## src/rtl/udp_rx_layer_pkg.sv

```systemverilog
// rtl/udp_rx_layer_pkg.sv - shared types and constants for the UDP receive layer
package udp_rx_layer_pkg;

    localparam logic [7:0] UDP_PROTOCOL = 8'h11;
    localparam int         UDP_HDR_LEN  = 8;

    // Byte-stream beat shared by the IPv4 and UDP RX paths.
    typedef struct packed {
        logic [7:0] data_in;
        logic       data_in_valid;
        logic       data_in_last;
    } axi_in_type;

    typedef struct packed {
        logic data_in_ready;
    } axi_out_type;

    typedef struct packed {
        logic        is_valid;
        logic [7:0]  protocol;
        logic [15:0] data_length;
        logic [31:0] src_ip_addr;
    } ipv4_rx_header_type;

    typedef struct packed {
        ipv4_rx_header_type hdr;
        axi_in_type         data;
    } ipv4_rx_type;

    typedef struct packed {
        logic        is_valid;
        logic [31:0] src_ip_addr;
        logic [15:0] src_port;
        logic [15:0] dst_port;
        logic [15:0] data_length;
    } udp_rx_header_type;

    typedef struct packed {
        udp_rx_header_type hdr;
        axi_in_type        data;
    } udp_rx_type;

    typedef enum logic [2:0] {
        UDPRX_IDLE,
        UDPRX_HDR,
        UDPRX_PAYLOAD,
        UDPRX_TAIL,
        UDPRX_SKIP
    } udp_rx_state_type;

    // A UDP length field is usable only if it covers the header and fits the IP payload.
    function automatic logic udp_len_ok(input logic [15:0] udp_len, input logic [15:0] ip_len);
        return (udp_len >= 16'(UDP_HDR_LEN)) && (udp_len <= ip_len);
    endfunction

endpackage

```

## src/rtl/udp_rx_layer_if.sv

```systemverilog
// rtl/udp_rx_layer_if.sv - IPv4 RX input and UDP RX output bundle of the UDP receive layer
import udp_rx_layer_pkg::*;

interface udp_rx_layer_if;
    logic        ip_rx_start;
    ipv4_rx_type ip_rx;
    logic        udp_rx_start;
    udp_rx_type  udp_rxo;

    // master: the side feeding the IP stream and consuming the UDP stream
    modport master (
        output ip_rx_start,
        output ip_rx,
        input  udp_rx_start,
        input  udp_rxo
    );

    modport slave (
        input  ip_rx_start,
        input  ip_rx,
        output udp_rx_start,
        output udp_rxo
    );
endinterface

```

## src/rtl/udp_rx_layer.sv

```systemverilog
// rtl/udp_rx_layer.sv - strips and filters the UDP header, forwards payload with one cycle latency
module udp_rx_layer
    import udp_rx_layer_pkg::*;
#(
    parameter bit          PORT_FILTER_EN = 1'b0,
    parameter logic [15:0] LOCAL_PORT     = 16'd0,
    parameter int          DROP_CNT_W     = 8
) (
    input  logic                  clk,
    input  logic                  reset_n,
    udp_rx_layer_if.slave         bus,
    output logic [DROP_CNT_W-1:0] udp_drop_cnt
);

    udp_rx_state_type      state_q;
    logic [2:0]            hdr_cnt_q;
    logic [15:0]           pay_cnt_q;
    logic [15:0]           src_port_q;
    logic [15:0]           dst_port_q;
    logic [15:0]           udp_len_q;
    logic [DROP_CNT_W-1:0] drop_cnt_q;
    logic                  start_q;
    udp_rx_header_type     rxo_hdr_q;
    axi_in_type            rxo_data_q;

    logic                  ip_start;
    logic                  in_valid;
    logic                  in_last;
    logic [7:0]            in_byte;
    logic                  start_is_udp;
    logic                  hdr_drop;
    logic                  abort_counts;
    logic                  pay_final;
    logic [15:0]           pay_len_d;
    logic [DROP_CNT_W-1:0] drop_cnt_d;

    assign ip_start     = bus.ip_rx_start;
    assign in_valid     = bus.ip_rx.data.data_in_valid;
    assign in_last      = bus.ip_rx.data.data_in_last;
    assign in_byte      = bus.ip_rx.data.data_in;
    assign start_is_udp = bus.ip_rx.hdr.is_valid && (bus.ip_rx.hdr.protocol == UDP_PROTOCOL);

    // Evaluated on the cycle of header byte 7; all checked fields are already captured.
    assign hdr_drop     = !udp_len_ok(udp_len_q, bus.ip_rx.hdr.data_length)
                        || (PORT_FILTER_EN && (dst_port_q != LOCAL_PORT));
    assign pay_len_d    = udp_len_q - 16'(UDP_HDR_LEN);
    assign abort_counts = (state_q == UDPRX_HDR) || (state_q == UDPRX_PAYLOAD);
    assign pay_final    = (pay_cnt_q == rxo_hdr_q.data_length - 16'd1);
    assign drop_cnt_d   = (&drop_cnt_q) ? drop_cnt_q : drop_cnt_q + DROP_CNT_W'(1);

    always_ff @(posedge clk or negedge reset_n) begin
        if (!reset_n) begin
            state_q    <= UDPRX_IDLE;
            hdr_cnt_q  <= '0;
            pay_cnt_q  <= '0;
            src_port_q <= '0;
            dst_port_q <= '0;
            udp_len_q  <= '0;
            drop_cnt_q <= '0;
            start_q    <= 1'b0;
            rxo_hdr_q  <= '0;
            rxo_data_q <= '0;
        end else begin
            start_q    <= 1'b0;
            rxo_data_q <= '0;

            if (ip_start) begin
                // A start from any state aborts the current frame and is decoded as a fresh one.
                if (abort_counts) begin
                    drop_cnt_q <= drop_cnt_d;
                end
                rxo_hdr_q.is_valid <= 1'b0;
                hdr_cnt_q          <= '0;
                state_q            <= start_is_udp ? UDPRX_HDR : UDPRX_SKIP;
            end else if (in_valid) begin
                unique case (state_q)
                    UDPRX_HDR: begin
                        hdr_cnt_q <= hdr_cnt_q + 3'd1;
                        case (hdr_cnt_q)
                            3'd0:    src_port_q[15:8] <= in_byte;
                            3'd1:    src_port_q[7:0]  <= in_byte;
                            3'd2:    dst_port_q[15:8] <= in_byte;
                            3'd3:    dst_port_q[7:0]  <= in_byte;
                            3'd4:    udp_len_q[15:8]  <= in_byte;
                            3'd5:    udp_len_q[7:0]   <= in_byte;
                            default: ;
                        endcase
                        if (hdr_cnt_q == 3'd7) begin
                            if (hdr_drop) begin
                                drop_cnt_q <= drop_cnt_d;
                                state_q    <= in_last ? UDPRX_IDLE : UDPRX_SKIP;
                            end else begin
                                start_q               <= 1'b1;
                                rxo_hdr_q.is_valid    <= 1'b1;
                                rxo_hdr_q.src_ip_addr <= bus.ip_rx.hdr.src_ip_addr;
                                rxo_hdr_q.src_port    <= src_port_q;
                                rxo_hdr_q.dst_port    <= dst_port_q;
                                rxo_hdr_q.data_length <= pay_len_d;
                                pay_cnt_q             <= '0;
                                if (in_last) begin
                                    // IP frame ended with the header: any promised payload is missing.
                                    if (pay_len_d != 16'd0) begin
                                        drop_cnt_q <= drop_cnt_d;
                                    end
                                    state_q <= UDPRX_IDLE;
                                end else begin
                                    state_q <= (pay_len_d == 16'd0) ? UDPRX_TAIL : UDPRX_PAYLOAD;
                                end
                            end
                        end else if (in_last) begin
                            drop_cnt_q <= drop_cnt_d;
                            state_q    <= UDPRX_IDLE;
                        end
                    end
                    UDPRX_PAYLOAD: begin
                        rxo_data_q.data_in       <= in_byte;
                        rxo_data_q.data_in_valid <= 1'b1;
                        pay_cnt_q                <= pay_cnt_q + 16'd1;
                        if (pay_final) begin
                            rxo_data_q.data_in_last <= 1'b1;
                            state_q                 <= in_last ? UDPRX_IDLE : UDPRX_TAIL;
                        end else if (in_last) begin
                            rxo_data_q.data_in_last <= 1'b1;
                            drop_cnt_q              <= drop_cnt_d;
                            state_q                 <= UDPRX_IDLE;
                        end
                    end
                    UDPRX_TAIL, UDPRX_SKIP: begin
                        if (in_last) begin
                            state_q <= UDPRX_IDLE;
                        end
                    end
                    default: ;
                endcase
            end
        end
    end

    assign bus.udp_rx_start = start_q;
    assign bus.udp_rxo.hdr  = rxo_hdr_q;
    assign bus.udp_rxo.data = rxo_data_q;
    assign udp_drop_cnt     = drop_cnt_q;

endmodule

```

## src/flat_wrapper.sv

```systemverilog
// flat-port wrapper written by rule: the top's interface ports become plain ports
module udp_rx_layer_flat import udp_rx_layer_pkg::*;
#(
    parameter bit          PORT_FILTER_EN = 1'b0,
    parameter logic [15:0] LOCAL_PORT     = 16'd0,
    parameter int          DROP_CNT_W     = 8
)
  (clk, reset_n, udp_drop_cnt, bus_ip_rx_start, bus_ip_rx, bus_udp_rx_start, bus_udp_rxo);
  udp_rx_layer_if bus_i ();
  input  logic clk;
  input  logic reset_n;
  output logic [DROP_CNT_W-1:0] udp_drop_cnt;
  input wire logic [$bits(bus_i.ip_rx_start)-1:0] bus_ip_rx_start;
  input wire logic [$bits(bus_i.ip_rx)-1:0] bus_ip_rx;
  output wire logic [$bits(bus_i.udp_rx_start)-1:0] bus_udp_rx_start;
  output wire logic [$bits(bus_i.udp_rxo)-1:0] bus_udp_rxo;
  assign bus_i.ip_rx_start = bus_ip_rx_start;
  assign bus_i.ip_rx = bus_ip_rx;
  assign bus_udp_rx_start = bus_i.udp_rx_start;
  assign bus_udp_rxo = bus_i.udp_rxo;
  udp_rx_layer #(.PORT_FILTER_EN(PORT_FILTER_EN), .LOCAL_PORT(LOCAL_PORT), .DROP_CNT_W(DROP_CNT_W)) u_core (.clk(clk), .reset_n(reset_n), .bus(bus_i), .udp_drop_cnt(udp_drop_cnt));
endmodule
```

## config.mk

```make
export PLATFORM = sky130hd
export DESIGN_NAME = udp_rx_layer_flat
export DESIGN_NICKNAME = d
export VERILOG_FILES = /design/src/rtl/udp_rx_layer_pkg.sv /design/src/rtl/udp_rx_layer_if.sv /design/src/rtl/udp_rx_layer.sv /design/src/flat_wrapper.sv
export SDC_FILE = /design/constraint.sdc
export NUM_CORES = 1
export LEC_CHECK = 0
export CAP_MARGIN = 15
export CORE_MARGIN = 4
export CORE_UTILIZATION = 40
export CTS_CLUSTER_DIAMETER = 50
export CTS_CLUSTER_SIZE = 24
export DETAILED_ROUTE_END_ITERATION = 6
export HOLD_SLACK_MARGIN = 0.12
export PLACE_DENSITY_LB_ADDON = 0.25
export RECOVER_POWER = 50
export SYNTH_ARGS = -nofsm -noshare
export SYNTH_HDL_FRONTEND = slang
export SYNTH_SLANG_ARGS = --single-unit
```

## constraint.sdc

```tcl
create_clock -name clk -period 5.1 [get_ports clk]
set_input_delay 1.02 -clock clk [delete_from_list [all_inputs] [get_ports clk]]
set_output_delay 1.02 -clock clk [all_outputs]
set_load 0.03 [all_outputs]
```

==> out/results.ini, run 1 <==
[outcome]
status = finished, violations left
violations = capacitance limit, slew limit

[power]
finalPower_uw = 2704
power_density_nw_per_um2 = 250.1
irDropWorstVdd_uv = 214.4
p_leak_uw = 0.005431

[synthesis]
synth.distinct_cells = 63
synth_cells = 853
async_reset_ff_share_pct = 100.0
synth_edf_count = 0
syn-num-nets = 949
avgSynthCellArea_sq_um = 9.706
netlist_area_sq_um = 8279
synth_flop_cell = dfrtp_1
yosysWarnings = 0
ys_seq_area_share_pct = 51.38
ys_ff_latch = 170

[timing]
min_period_ns = 3.923
hold_violations = 0
setup_tns_ns = 0
finalSetupViolations = 0
post-route-period-util_pct = 76.92
rsz0062_at_grt = false
skew_ns = 0.01242
fmax_ghz = 0.2549
slew_violations = 110
tightestPinTransition_ns = 2.699
slew_headroom_pct = -79.92

[place]
gp_congestion = 0.7755
io_buffers = 169
dp_hpwl_mm = 14.66

[routing]
dr.pass1.iters = 4
antenna_left = 0
drc = 0
num_vias = 6500
wl_per_cell_um = 15.86
viasPerCell = 5.027
drt_iter0_markers = 327
routed_wl_mm = 20.51

[global_routing]
grt.met3_usage_pct = 4.437
grt_pass1_vias = 6282
grt_usage_pct = 17.74
overflow = 0
grt_max_degree = 110
busiest_layer = met2
grt_pass1_wl_mm = 33.53
grtUsageMet2_pct = 28.75
globalRouteMet1Util_pct = 24.24
antenna_found_initial = 1

[hold_path]
hp-class = register to register

[setup_path]
crit_path_top_delay_cell = inv_2
critical_path_peak_fanout = 34
cp_cell_sequence = clkdlybuf4s50_1, inv_1, ha_1, nand4_1, or2_2, nor4_1, a31oi_1, nor2_1, nand3_4, inv_2, buf_12, nand2_1, nand2_1
cp.required_ns = 5.46
cp.arrival_ns = 4.28
max_stage_delay_ns = 0.51
cp_common_cell = nand2_1
cp-start-kind = input pin
path_class = input pin to register
end_kind = register

[finish]
layout_commonest_cell = nand2_1
final_nets = 1107
diodes = 0
area_delta_synth_final_pct = 30.57
final_cell_mix = nand2_1, dfrtp_1, clkdlybuf4s50_1, mux2_2, nor2_1
seq_area_sq_um = 4254
fin_util_pct = 53.25
fillers = 1861
multi_input_area_sq_um = 3764
drive_gt1_share_pct = 10.26

[clock_tree]
numCtsBuffers = 17
worstSkewPairLatency_ns = 0.42
post_cts_resized = 0
ctsHoldBuffers = 0
cts_root_buf = clkbuf_16
postCtsSetupBuffers = 0
clkTransAtPathRegs_ns = 0.07
cts_tree = done
cts.sinks = 170
cts_buffer_depth = 2
h-tree-depth = 4

[die]
rows = 52
start_util_pct = 40.79
coreArea_sq_um = 20300
fp.dieH_um = 151.9
die_w_um = 151.9
die_area_sq_um = 23060
ios = 170

[run]
maxCapViolations = 1

-- flip-flops by register name (all words and copies together) (netlist names) --
name and count:
u_core.bus.udp_rx_start 1, u_core.bus.udp_rxo 91, u_core.dst_port_q 16, u_core.hdr_cnt_q 3, u_core.pay_cnt_q 16, u_core.src_port_q 16, u_core.state_q 3, u_core.udp_drop_cnt 8
u_core.udp_len_q 16
-- cell families after synthesis --
logic type / share of synthesized area, %
xor gates and xnor gates: 4.972
and+or+nand+nor: 22.08
DFF: 51.38
buffers and inverters: 3.310
AOI/OAI and AO/OA: 6.801
muxes: 7.526
adders and majority gates: 3.929
-- layout make-up --
type | instances | area share [%]
Sequential cell | 170 | 39.35
Timing Repair Buffer | 177 | 16.45
Clock buffer | 22 | 4.294
Clock inverter | 9 | 0.8218
Inverter | 33 | 1.146
Multi-Input combinational cell | 612 | 34.81
Tap cell | 270 | 3.125
-- per-layer routing --
layer / routed length (um) / vias up
li1: - / 3194
met3: 1027 / 17
met1: 9549 / 3133
met4: 211 / 2
met2: 9704 / 154
met5: 13 / -
-- per-stage QoR --
| step | area (sq um) | hold slack (ns) | std cells | worst slack [ns] |
|---|---|---|---|---|
| after detailed placement | 10270 | 0.4539 | 1262 | 0.7392 |
| after floorplan | 8279 | 0.4331 | 853 | 1.721 |
| after CTS | 10820 | 0.4662 | 1293 | 1.176 |
| after global placement | 10270 | 0.4423 | 1262 | 0.8120 |
| final | 10810 | 0.4619 | 1293 | 1.177 |
| after global routing | 10810 | 0.4830 | 1293 | 0.9272 |
-- cell usage after synthesis (all sizes together), types with 5 or more instances --
cell type | count | area (sq um)
nand2 | 237 | 889.6
clkbuf | 35 | 131.4
ha | 26 | 325.3
nand4 | 11 | 68.82
nand2b | 5 | 31.28
or3 | 9 | 61.31
dfrtp | 170 | 4254
nor3 | 18 | 100.1
nand3 | 17 | 85.08
inv | 33 | 123.9
o21ai | 31 | 158.9
mux2 | 52 | 593.1
xor2 | 28 | 245.2
and3 | 17 | 106.4
a21oi | 16 | 83.83
a211oi | 5 | 37.54
nor2 | 47 | 181.4
xnor2 | 19 | 166.4
a31oi | 6 | 37.54
nor4 | 6 | 43.79
nand3b | 7 | 52.55
-- critical path: cells and delay by family --
family | cells | cell delay [ns]
compound gates | 1 | 0.13
buf+inv | 4 | 1.27
simple gates | 7 | 1.54
fa+ha+maj | 1 | 0.28
-- where the power goes --
part	internal, uW	leakage [uW]	total (uW)	switching, uW
Combinational	59.8	0.00281	121	61.6
Sequential	1350	0.00236	1360	6.14
Clock	698	0.000263	1220	526
Total	2110	0.00543	2700	594
-- final timing paths --
path | slack [ns] | cells after the start | endpoint | from
worst max-delay path | 1.18 | 13 | u_core.bus.udp_rxo[48]$_DFFE_PN0P_ | bus_ip_rx[56]
worst min-delay path | 0.46 | 2 | u_core.bus.udp_rxo[32]$_DFFE_PN0P_ | u_core.dst_port_q[6]$_DFFE_PN0P_
worst max register to register | 1.78 | 11 | u_core.bus.udp_rxo[48]$_DFFE_PN0P_ | u_core.udp_len_q[13]$_DFFE_PN0P_
worst min register to register | 0.46 | 2 | u_core.bus.udp_rxo[32]$_DFFE_PN0P_ | u_core.dst_port_q[6]$_DFFE_PN0P_
max in group asynchronous | 1.71 | 2 | u_core.udp_drop_cnt[4]$_DFFE_PN0P_ | reset_n
min in group asynchronous | 1.39 | 1 | u_core.pay_cnt_q[10]$_DFFE_PN0P_ | reset_n
Note: power is estimated with default switching activity, not from simulation.
==> run 2: changes to the inputs <==
==> constraint.sdc (replaced) <==
create_clock -name clk -period 3.5 [get_ports clk]
set_input_delay 0.7 -clock clk [delete_from_list [all_inputs] [get_ports clk]]
set_output_delay 0.7 -clock clk [all_outputs]
set_load 0.03 [all_outputs]
==> out/results.ini, run 2 (synthesis results as in run 1) <==
[timing]
hold-worst-slack_ns = 0.4669
hold_violations = 0
min_period_ns = 3.306
setup_tns_ns = 0
skew_ns = 0.008908
fmax_ghz = 0.3025
rsz0062_at_grt = false
tightestPinTransition_ns = 1.123
post-route-period-util_pct = 94.45
slew_headroom_pct = 25.10
finalSetupViolations = 0
slew_violations = 0

[setup_path]
cp.required_ns = 3.84
cp.arrival_ns = 3.65
critical_path_peak_fanout = 7
path_class = input pin to register
end_kind = register
cp-endpoint = u_core.udp_drop_cnt[7]$_DFFE_PN0P_
r2r_slack_ns = 0.38
reg2reg_from = u_core.bus.udp_rxo[10]$_DFFE_PN0P_
cp-start-kind = input pin
r2r_cells = 10
critPathLaunch = bus_ip_rx[55]
reg2reg_to = u_core.udp_drop_cnt[4]$_DFFE_PN0P_

[routing]
wl_per_cell_um = 15.81
drc = 0
routed_wl_mm = 20.74
viasPerCell = 4.984
num_vias = 6539
dr.pass1.iters = 4
drt_iter0_markers = 332
antenna_left = 0

[clock_tree]
cts_root_buf = clkbuf_16
worstSkewPairLatency_ns = 0.43
h-tree-depth = 4
clkTransAtPathRegs_ns = 0.07
postCtsSetupBuffers = 0
cts.sinks = 170
numCtsBuffers = 17
cts_buffer_depth = 2
cts_tree = done

[finish]
drive_gt1_share_pct = 11.90
final_nets = 1125
largest_register_ffs = 91
final_cell_mix = nand2_1, dfrtp_1, clkdlybuf4s50_1, mux2_2, nor2_1
diodes = 0
area_delta_synth_final_pct = 33.53
layout_commonest_cell = nand2_1
fin_util_pct = 54.46
fin_cells = 1312

[die]
die_w_um = 151.9
die_area_sq_um = 23060
rows = 52
coreArea_sq_um = 20300
ios = 170
start_util_pct = 40.79
fp.dieH_um = 151.9

[power]
finalPower_uw = 4043
p_leak_uw = 0.005559
irDropWorstVdd_uv = 333.2
power_density_nw_per_um2 = 365.7

[place]
io_buffers = 169
gp_congestion = 0.8337
place_inst = 1279
dp_hpwl_mm = 15.01

[hold_path]
hp-class = register to register

[global_routing]
grt_max_degree = 71
grt_pass1_vias = 6298
grt_usage_pct = 18.08
overflow = 0
antenna_found_initial = 1
grt_pass1_wl_mm = 34.03

[outcome]
status = complete, no violations

[run]
maxCapViolations = 0

## run 2: worst min path at each step
| stage | endpoint | startpoint | cells past startpoint | slack, ns |
|---|---|---|---|---|
| 4_1_cts | u_core.bus.udp_rxo[32]$_DFFE_PN0P_ | u_core.dst_port_q[6]$_DFFE_PN0P_ | 2 | 0.47 |
| 2_1_floorplan | u_core.bus.udp_rx_start$_DFF_PN0_ | reset_n | 0 | 0.40 |
| 3_3_place_gp | u_core.bus.udp_rxo[33]$_DFFE_PN0P_ | u_core.dst_port_q[7]$_DFFE_PN0P_ | 2 | 0.44 |
| 5_1_grt | u_core.bus.udp_rxo[36]$_DFFE_PN0P_ | u_core.dst_port_q[10]$_DFFE_PN0P_ | 2 | 0.49 |
| 3_5_place_dp | u_core.bus.udp_rxo[57]$_DFFE_PN0P_ | u_core.src_port_q[15]$_DFFE_PN0P_ | 2 | 0.45 |
| 6_report | u_core.bus.udp_rxo[82]$_DFFE_PN0P_ | u_core.bus.udp_rxo[82]$_DFFE_PN0P_ | 2 | 0.47 |
## run 2: area by class of cell
cell class | count | area [sq um]
Clock inverter | 14 | 153.9
Multi-Input combinational cell | 612 | 3764
Clock buffer | 18 | 439.2
Tap cell | 270 | 337.8
Sequential cell | 170 | 4254
Timing Repair Buffer | 195 | 1983
Inverter | 33 | 123.9
Fill cell | 1839 | 9244
## run 2: through the flow
| step | setup slack [ns] | instance area (sq um) |
|---|---|---|
| 4_1_cts | 0.2034 | 11090 |
| 6_report | 0.1944 | 11060 |
| 5_1_grt | 0.03910 | 11060 |
| 3_5_place_dp | -0.2524 | 10490 |
| 3_3_place_gp | -0.2118 | 10490 |
| 2_1_floorplan | 0.4412 | 8279 |
## run 2: per-layer routing
metal	GRT usage [%]	wire, um
met1	24.62	9386
met2	28.70	9881
met3	5.176	1189
met4	4.538	267
met5	0	12
## run 2: where the power goes
group	switching, uW	internal (uW)
Sequential	8.94	1970
Combinational	89.0	90.9
Clock	854	1030
Total	952	3090
## run 2: worst max-delay path, cell delays in order
cell	delay, ns
clkdlybuf4s50_1	0.46
inv_1	0.04
ha_1	0.28
nand4_1	0.11
or2_2	0.33
a2111o_1	0.39
a31oi_1	0.38
or3_1	0.25
o311ai_4	0.18
o31a_2	0.38
a41oi_1	0.16
## run 2: repair_timing
| action | in CTS | in global routing |
|---|---|---|
| hold buffers | 1 | 0 |
| endpoints found under the hold margin | 18 | 0 |
| endpoints found under the setup margin | 0 | 0 |
| resized for setup | 0 | 0 |
